===== src/rtl/tx_serial_16b.sv =====
// Sends a 16-bit word as two UART frames (start, 8 data LSB first, parity, stop) with an idle gap between them.
// Start bit leaves one clock after partida is sampled; partida is ignored while ocupado, accepted again in the pronto cycle.
module tx_serial_16b #(
  parameter int CLK_FREQ       = 50_000_000,
  parameter int BAUD           = 9600,
  parameter int PARIDADE_IMPAR = 1,
  parameter int GAP_BITS       = 1
) (
  input  logic        clock,
  input  logic        reset,
  input  logic        partida,
  input  logic [15:0] dados,
  output logic        saida_serial,
  output logic        ocupado,
  output logic        pronto,
  output logic [3:0]  db_estado
);

  localparam int M        = CLK_FREQ / BAUD;
  localparam int BW       = (M > 2) ? $clog2(M) : 1;
  localparam int GAP_CLKS = GAP_BITS * M;
  localparam int GW       = (GAP_CLKS > 2) ? $clog2(GAP_CLKS) : 1;
  localparam logic [BW-1:0] BAUD_LAST = BW'(M - 1);
  localparam logic [GW-1:0] GAP_LAST  = GW'((GAP_CLKS > 0) ? GAP_CLKS - 1 : 0);

  typedef enum logic [3:0] {
    INICIAL   = 4'd0,
    PREPARA   = 4'd1,
    TRANSMITE = 4'd2,
    INTERVALO = 4'd3,
    FINAL     = 4'd4
  } estado_t;

  estado_t       estado, estado_n;
  logic [15:0]   dado_q, dado_n;
  logic [BW-1:0] baud_cnt, baud_cnt_n;
  logic [3:0]    bit_cnt, bit_cnt_n;
  logic [GW-1:0] gap_cnt, gap_cnt_n;
  logic          byte_sel, byte_sel_n;
  logic          linha_q, linha_n;
  logic [7:0]    byte_atual;
  logic          paridade;
  logic [10:0]   quadro;

  assign byte_atual = byte_sel ? dado_q[15:8] : dado_q[7:0];
  assign paridade   = (PARIDADE_IMPAR != 0) ? ~^byte_atual : ^byte_atual;
  // Line bits of the current byte, index = bit counter (0 = start, 10 = stop)
  assign quadro     = {1'b1, paridade, byte_atual, 1'b0};

  always_ff @(posedge clock) begin
    if (reset) begin
      estado   <= INICIAL;
      dado_q   <= '0;
      baud_cnt <= '0;
      bit_cnt  <= '0;
      gap_cnt  <= '0;
      byte_sel <= 1'b0;
      linha_q  <= 1'b1;
    end else begin
      estado   <= estado_n;
      dado_q   <= dado_n;
      baud_cnt <= baud_cnt_n;
      bit_cnt  <= bit_cnt_n;
      gap_cnt  <= gap_cnt_n;
      byte_sel <= byte_sel_n;
      linha_q  <= linha_n;
    end
  end

  always_comb begin
    estado_n   = estado;
    dado_n     = dado_q;
    baud_cnt_n = baud_cnt;
    bit_cnt_n  = bit_cnt;
    gap_cnt_n  = gap_cnt;
    byte_sel_n = byte_sel;
    linha_n    = linha_q;
    case (estado)
      INICIAL, FINAL: begin
        linha_n = 1'b1;
        if (partida) begin
          dado_n   = dados;
          estado_n = PREPARA;
        end else begin
          estado_n = INICIAL;
        end
      end
      PREPARA: begin
        estado_n   = TRANSMITE;
        byte_sel_n = 1'b0;
        bit_cnt_n  = '0;
        baud_cnt_n = '0;
        linha_n    = 1'b0;
      end
      TRANSMITE: begin
        if (baud_cnt == BAUD_LAST) begin
          baud_cnt_n = '0;
          if (bit_cnt == 4'd10) begin
            bit_cnt_n = '0;
            if (!byte_sel) begin
              if (GAP_CLKS == 0) begin
                byte_sel_n = 1'b1;
                linha_n    = 1'b0;
              end else begin
                estado_n  = INTERVALO;
                gap_cnt_n = '0;
                linha_n   = 1'b1;
              end
            end else begin
              estado_n = FINAL;
              linha_n  = 1'b1;
            end
          end else begin
            bit_cnt_n = bit_cnt + 4'd1;
            linha_n   = quadro[bit_cnt_n];
          end
        end else begin
          baud_cnt_n = baud_cnt + 1'b1;
        end
      end
      INTERVALO: begin
        if (gap_cnt == GAP_LAST) begin
          estado_n   = TRANSMITE;
          byte_sel_n = 1'b1;
          bit_cnt_n  = '0;
          baud_cnt_n = '0;
          linha_n    = 1'b0;
        end else begin
          gap_cnt_n = gap_cnt + 1'b1;
        end
      end
      default: begin
        estado_n = INICIAL;
        linha_n  = 1'b1;
      end
    endcase
  end

  assign saida_serial = linha_q;
  assign ocupado      = (estado == TRANSMITE) || (estado == INTERVALO);
  assign pronto       = (estado == FINAL);
  assign db_estado    = estado;

  assert property (@(posedge clock) M >= 2)
    else $error("tx_serial_16b: CLK_FREQ/BAUD must be at least 2");

endmodule


===== config.mk =====
export PLATFORM = sky130hd
export DESIGN_NAME = tx_serial_16b
export DESIGN_NICKNAME = d
export VERILOG_FILES = /design/src/rtl/tx_serial_16b.sv
export SDC_FILE = /design/constraint.sdc
export NUM_CORES = 1
export LEC_CHECK = 0
export CAP_MARGIN = 20
export CORE_UTILIZATION = 43
export DETAILED_ROUTE_END_ITERATION = 6
export HOLD_SLACK_MARGIN = 0.15
export PLACE_DENSITY_LB_ADDON = 0.25
export SYNTH_ARGS = -nofsm -noshare
export SYNTH_HDL_FRONTEND = slang
export SYNTH_SLANG_ARGS = --single-unit

===== constraint.sdc =====
create_clock -name clock -period 6.81 [get_ports clock]
set_clock_uncertainty 0.1 [all_clocks]
set_input_delay 0.681 -clock clock [delete_from_list [all_inputs] [get_ports clock]]
set_output_delay 0.681 -clock clock [all_outputs]
set_load 0.05 [all_outputs]

; ---- After elaboration in Yosys (flattened, before gate mapping)
; Cells that the tools add are included.
[classes]
add_sub_neg = 3
order_cmp = 1
n_eq_ne = 12
n_mux = 27
n_reduce_logical = 14
[ops]
columns = cell, count
row1 = $mux 13, 6
row2 = $pmux 13 s3, 1
row3 = $add 13x1->13 const B, 2
row4 = $eq 13x13->1 const B, 2
row5 = $pmux 13 s2, 1
row6 = $mux 4, 6
row7 = $pmux 4 s4, 1
row8 = $pmux 4 s3, 1
row9 = $ne 2x2->1 const B, 5
row10 = $eq 4x2->1 const B, 2
row11 = $mux 8, 1
row12 = $reduce_and 2->1, 4
row13 = $reduce_xnor 8->1, 1
row14 = $mux 1, 6
row15 = $reduce_and 3->1, 2
row16 = $lt 4x5->1 const B, 1
row17 = $reduce_and 5->1, 1
row18 = $add 4x1->4 const B, 1
row19 = $bmux 1 s4, 1
row20 = $eq 4x1->1 const B, 1
row21 = $eq 4x3->1 const B, 1
row22 = $eq 4x4->1 const B, 1
row23 = $logic_not 4->1, 1
row24 = $reduce_bool 2->1, 2
row25 = 6 further kinds, 6
[totals]
reg_bits = 52
out_inout_bits = 7
elab_cells = 64

; ---- Depth between registers and ports, before layout
; Gate-level depths: netlist of run 1.
[depth]
word_depth = 7
mapped_depth = 10
depth_no_buf = 8

; ---- Worst setup path after synthesis of run 1
; Ideal clock, no wire load.
[synth_path]
path_type = register to register
from = register estado[1], in the netlist db_estado[1]
to = register baud_cnt[1]
arrival_ps = 2373
required_ps = 6646
slack_ps = 4273
stages_incl_launch_ff = 9
n_path_buf = 3
cell_sequence = dfxtp_1 clkbuf_1 or3b_2 a31oi_1 a211oi_2 or2_2 buf_2 buf_2 nor2_1
[synth_between]
elab_chain_cells = 3
word_cells_on_any_way = 7
cone_classes = eq/ne: 4 / mux: 1 / reduce/logical: 2
[synth_lines]
columns = element, line_no
row1 = start: declaration, 34  ; estado_t estado, estado_n;
row2 = start signal: assignment, 60  ; estado <= estado_n;
row3 = $eq 4x2->1 or $eq 4x1->1 (tied branches), 78  ; case (estado)
row4 = $ne 2x2->1 (no line) or $reduce_bool 3->1 (tied branches), --
row5 = $reduce_and 2->1 (no line), --
row6 = end signal: assignment, 62  ; baud_cnt <= baud_cnt_n;
row7 = end: declaration, 36  ; logic [BW-1:0] baud_cnt, baud_cnt_n;
; Parallel ways exist; a longest one is shown, timed or not.
; A chain may end at the register's enable or synchronous reset.

; ---- Worst setup path after layout of run 1
[layout_path]
from = register estado[1], in the netlist db_estado[1]
to = output pronto
[layout_between]
elab_chain_cells = 1
[layout_lines]
columns = element, line_no
row1 = $eq 4x3->1, 141  ; assign pronto = (estado == FINAL);
row2 = end: declaration, 15  ; output logic pronto,
; No other way between the ends.

==> results of run 1 <==
power breakdown:
part,switching (mW),internal (mW)
Clock,0.103,0.0717
Sequential,0.0228,0.317
Combinational,0.0944,0.0699
area by class of cell:
type | count | area, um2 | area share [%]
clock buffer | 5 | 68.8 | 2.31
clock inverter | 3 | 20.0 | 0.672
inverter | 7 | 26.3 | 0.882
multi-input combinational | 238 | 1500 | 50.4
sequential | 51 | 1020 | 34.3
tap | 75 | 93.8 | 3.15
timing repair buffer | 25 | 248 | 8.31
routing by layer:
| metal | GRT usage [%] | part of all wire (%) | vias up | wire length, um |
|---|---|---|---|---|
| met5 | 0 | 0 | - | 0 |
| met4 | 6.79 | 1.9 | 0 | 97 |
| met3 | 3.64 | 3.7 | 9 | 186 |
| met2 | 29.9 | 47 | 35 | 2400 |
| met1 | 23.2 | 47 | 924 | 2390 |
| li1 | - | - | 1103 | - |
flip-flops by register name (all words and copies together), names as in the netlist:
name / flops
baud_cnt: 13
gap_cnt: 13
byte_sel: 1
db_estado: 3
dado_q: 16
bit_cnt: 4
saida_serial: 1
metrics by stage:
step	cells	util, %	hold WS, ps
floorplan	311	-	358
global placement	396	49.1	371
detailed placement	396	49.1	375
CTS	404	50.6	388
global route	404	50.6	418
finish	404	50.6	384
cell families after synthesis:
logic type      Yosys count  share of synthesized area (%)
xor+xnor                 36                           12.0
fa+ha+maj                 4                           1.91
other cells               1                          0.143
simple gates            139                           26.3
mux                      13                           6.40
flops                    51                           39.0
buf+inv                  22                           3.68
compound gates           45                           10.6
worst max-delay path, delay by kind of cell, from the launching register on:
| kind | cells | cell delay [ps] |
|---|---|---|
| and+or+nand+nor | 2 | 500 |
| buffers and inverters | 1 | 790 |
| DFF | 1 | 410 |
layout by cell type, fill, tap and decap left out, types with 3 or more instances in the layout:
cell,netlist,final
a21o_1,3,3
a21oi_1,24,24
and2_1,4,4
and3_1,5,5
clkbuf_8,0,5
clkdlybuf4s50_1,0,24
dfxtp_1,51,51
ha_1,4,4
inv_1,7,7
mux2i_1,10,10
mux4_2,3,3
nand2_1,47,47
nand3_1,15,15
nand4_1,6,6
nor2_1,33,33
o21ai_0,7,7
or3_1,6,6
xnor2_1,14,14
xor2_1,22,22
worst paths after layout:
kind / depth (start not counted) / to / startpoint
setup / recovery: 3 / pronto / db_estado[1]
hold / removal: 2 / dado_q[13] / dado_q[13]
setup reg to reg: 6 / bit_cnt[2] / gap_cnt[7]
hold reg to reg: 2 / dado_q[13] / dado_q[13]
==> results.json, run 1 <==
{
  "design_area_um2": 2980,
  "yosysUniqueCellTypes": 49,
  "worstMarginPinSlew_ps": 928,
  "wl_per_cell_um": 12.5,
  "drt-initial-drc-count": 103,
  "die_width_um": 80.1,
  "yosysTopAreaCell": "dfxtp_1",
  "max_freq_mhz": 359,
  "place_hpwl_mm": 3.60,
  "start_kind": "flip-flop",
  "p_per_area_nw_per_um2": 228,
  "grt_pass1_vias": 1982,
  "slowest_stage": "clkdlybuf4s50_1",
  "overflow": 0,
  "postRouteAntennaNets": 0,
  "path_class": "reg -> out",
  "cts_sinks": 51,
  "drt_wl_total_mm": 5.07,
  "tritoncts": "yes",
  "cts_hold_buf": 0,
  "slew_viol_final": 0,
  "htree_levels": 2,
  "cts_resized": 0,
  "reg2reg_slack_ps": 4150,
  "num_io_pins": 26,
  "seq_area_frac_synth_pct": 39.0,
  "p_total_uw": 678,
  "ys_ff_latch": 51,
  "antennaDiodeCount": 0,
  "end_kind": "primary output",
  "cts_max_path_buffers": 2,
  "synth_edf_count": 0,
  "yosys_most_used_dff": "dfxtp_1",
  "max_stage_delay_ps": 790,
  "dr.pass1.iters": 4,
  "postCtsSetupBuffers": 0,
  "drive_above_1_share_pct": 5.47,
  "synthesis.area_um2": 2620,
  "synth_top_area_share_pct": 39.0,
  "dp_worst_setup_slack_ps": 4050,
  "grt_pass1_wl_mm": 9.05,
  "grt_usage_pct": 18.1,
  "place_area_um2": 2890,
  "outcome": "finished, final reports clean",
  "gp_congestion": 0.809,
  "cp.required_ps": 6030,
  "ys_top_cells_by_count": "dfxtp_1 (51), nand2_1 (47), nor2_1 (33)",
  "syn_inst": 311,
  "grt_max_degree": 27,
  "fin_ws_ps": 4030,
  "syn_avg_cell_area_um2": 8.42,
  "initial_utilization_pct": 44.5,
  "clkLatencyLatePin_ps": 310,
  "viasPerCell": 5.13,
  "drc_errors": 0,
  "synth.area.top_cells": "dfxtp_1 (39%), xor2_1 (7.4%), nand2_1 (6.7%), nor2_1 (4.7%), xnor2_1 (4.7%)",
  "crit_chain": "nor2_1, and2_1, clkdlybuf4s50_1",
  "hp-class": "reg -> reg",
  "synth_nets": 334,
  "areaGrowthSynthToFinish_pct": 13.8,
  "yosys_warnings": 0,
  "relSlewSlack_pct": 37.9,
  "vias": 2071,
  "async_reset_ff_share_pct": 0,
  "root_buffer": "clkbuf_8",
  "port_buffers": 24,
  "numCtsBuffers": 5,
  "num-fill-cells": 576,
  "peakVddDrop_v": 0.000110,
  "die-area_um2": 6410,
  "fp-row-count": 28,
  "antenna_found_initial": 0,
  "cap_violations": 0,
  "nNetsFinal": 351,
  "cp_max_fo": 10,
  "setup_violations": 0,
  "finalCritPeriodShare_pct": 40.9,
  "crit_arrival_ps": 2000,
  "p_leak_nw": 1.06,
  "core_area_um2": 5890,
  "clk_pin_slew_ps": 90,
  "finalSetupTns_ps": 0,
  "rsz0062_at_grt": "false",
  "dieHeight_um": 80.1,
  "hold_viol": 0,
  "period_needed_ps": 2780,
  "yosys.cell_count.top_type": "dfxtp_1"
}
(Power assumes the default switching activity.)
==> run 2, diff against run 1 <==
- clock period: 6.81 -> 2.3 ns (I/O delays scaled with it)
==> results.json, run 2 (synthesis gave the netlist of run 1 again) <==
{
  "vias": 2199,
  "design_area_um2": 3160,
  "die_width_um": 80.1,
  "postCtsSetupBuffers": 0,
  "worstMarginPinSlew_ps": 527,
  "wl_per_cell_um": 12.4,
  "rsz0062_at_grt": "true",
  "drive_above_1_share_pct": 13.1,
  "peakVddDrop_v": 0.000283,
  "final_cell_mix": "dfxtp_1 (50), nand2_1 (47), nor2_1 (33)",
  "largest_reg_flops": 16,
  "place_area_um2": 3050,
  "postRouteAntennaNets": 0,
  "reg2reg_slack_ps": -30,
  "grt_pass1_vias": 1993,
  "cp.required_ps": 2450,
  "drc_errors": 0,
  "grt_usage_pct": 17.8,
  "initial_utilization_pct": 44.5,
  "dp_worst_setup_slack_ps": -14.0,
  "num-fill-cells": 580,
  "max_freq_mhz": 430,
  "hold_viol": 0,
  "finalCritPeriodShare_pct": 101,
  "p_leak_nw": 1.18,
  "port_buffers": 24,
  "cts_sinks": 51,
  "viasPerCell": 5.17,
  "die-area_um2": 6410,
  "finalSetupTns_ps": -33.0,
  "grt_max_degree": 25,
  "path_class": "reg -> reg",
  "crit_arrival_ps": 2480,
  "antenna_found_initial": 0,
  "top_register": "dado_q",
  "relSlewSlack_pct": 64.8,
  "cp_max_fo": 7,
  "period_needed_ps": 2330,
  "dr.pass1.iters": 4,
  "ff_latch_area_um2": 1020,
  "final_common_cell": "dfxtp_1",
  "fin_hold_ws_ps": 363,
  "setup_violations": 2,
  "fp-row-count": 28,
  "slew_viol_final": 0,
  "clk_pin_slew_ps": 100,
  "drt_wl_total_mm": 5.27,
  "start_kind": "flip-flop",
  "num_io_pins": 26,
  "core_area_um2": 5890,
  "overflow": 0,
  "end_kind": "flip-flop",
  "grt_pass1_wl_mm": 9.05,
  "root_buffer": "clkbuf_8",
  "areaGrowthSynthToFinish_pct": 20.7,
  "gp_congestion": 0.780,
  "hp-class": "in -> reg",
  "reg_top3": "dado_q: 16 flops, baud_cnt: 13 flops, gap_cnt: 13 flops",
  "cap_violations": 0,
  "cts_max_path_buffers": 2,
  "numCtsBuffers": 5,
  "outcome": "complete, but fails checks",
  "antennaDiodeCount": 0,
  "violations": "negative setup slack",
  "htree_levels": 2,
  "fin_ws_ps": -27.3,
  "drt-initial-drc-count": 82,
  "multi_input_area_um2": 1530,
  "clkLatencyLatePin_ps": 300,
  "p_per_area_nw_per_um2": 652,
  "nNetsFinal": 372,
  "dieHeight_um": 80.1,
  "tritoncts": "yes",
  "place_hpwl_mm": 3.96
}
run 2: cell types whose count changed in the layout (fill, tap and decap cells not counted), sizes merged:
cell,change
buf,+22
clkdlybuf4s50,-1
run 2: routing by layer:
layer	vias up	wire length (um)	part of all wire [%]	track usage [%]
met5	-	0	0	0
met3	7	150	2.8	3.41
met2	39	2490	47	29.7
met1	1011	2570	49	23.2
li1	1142	-	-	-
met4	0	61	1.2	5.18
run 2: metrics by stage:
step	power, mW	std cells	util, %
6_report	2.06	425	53.7
5_1_grt	2.18	425	53.7
4_1_cts	2.08	425	53.4
3_5_place_dp	1.57	417	51.8
3_3_place_gp	1.56	417	51.8
2_1_floorplan	1.39	311	-
run 2: repair_timing:
item | 4_1_cts | 5_1_grt
hold buffers | 0 | 0
resized for setup | 1 | 4
endpoints found under the setup margin | 5 | 8
pin swaps | 1 | 4
hold endpoints to repair | 0 | 0
run 2: final cells by class:
cell class	instances	area share (%)
Timing Repair Buffer	46	12.7
Inverter	7	0.831
Clock inverter	3	0.633
Sequential cell	51	32.4
Clock buffer	5	2.18
Multi-Input combinational cell	238	48.3
Tap cell	75	2.97
run 2: worst paths after layout:
check,endpoint,startpoint,cells after the start
setup / recovery,baud_cnt[8],gap_cnt[9],5
hold / removal,dado_q[5],dados[5],3
setup reg to reg,baud_cnt[8],gap_cnt[9],5
hold reg to reg,dado_q[0],dado_q[0],2
run 2: worst max-delay path: stages, from the launching register on:
cell and delay [ps]:
dfxtp_1 320, or4b_4 530, or3_4 420, a311o_1 410, or3_4 390, a21oi_2 110
run 2: where the power goes:
part	internal [mW]	total, mW	switching, mW	leakage [nW]
sequential	0.940	0.996	0.0569	0.414
combinational	0.247	0.544	0.297	0.727
clock	0.212	0.522	0.309	0.0402
==> run 3, diff against run 2 <==
- CTS_CLUSTER_SIZE: default -> 30
==> results of run 3 <==
The final DEF is identical to that of run 2; final timing and power are the same.
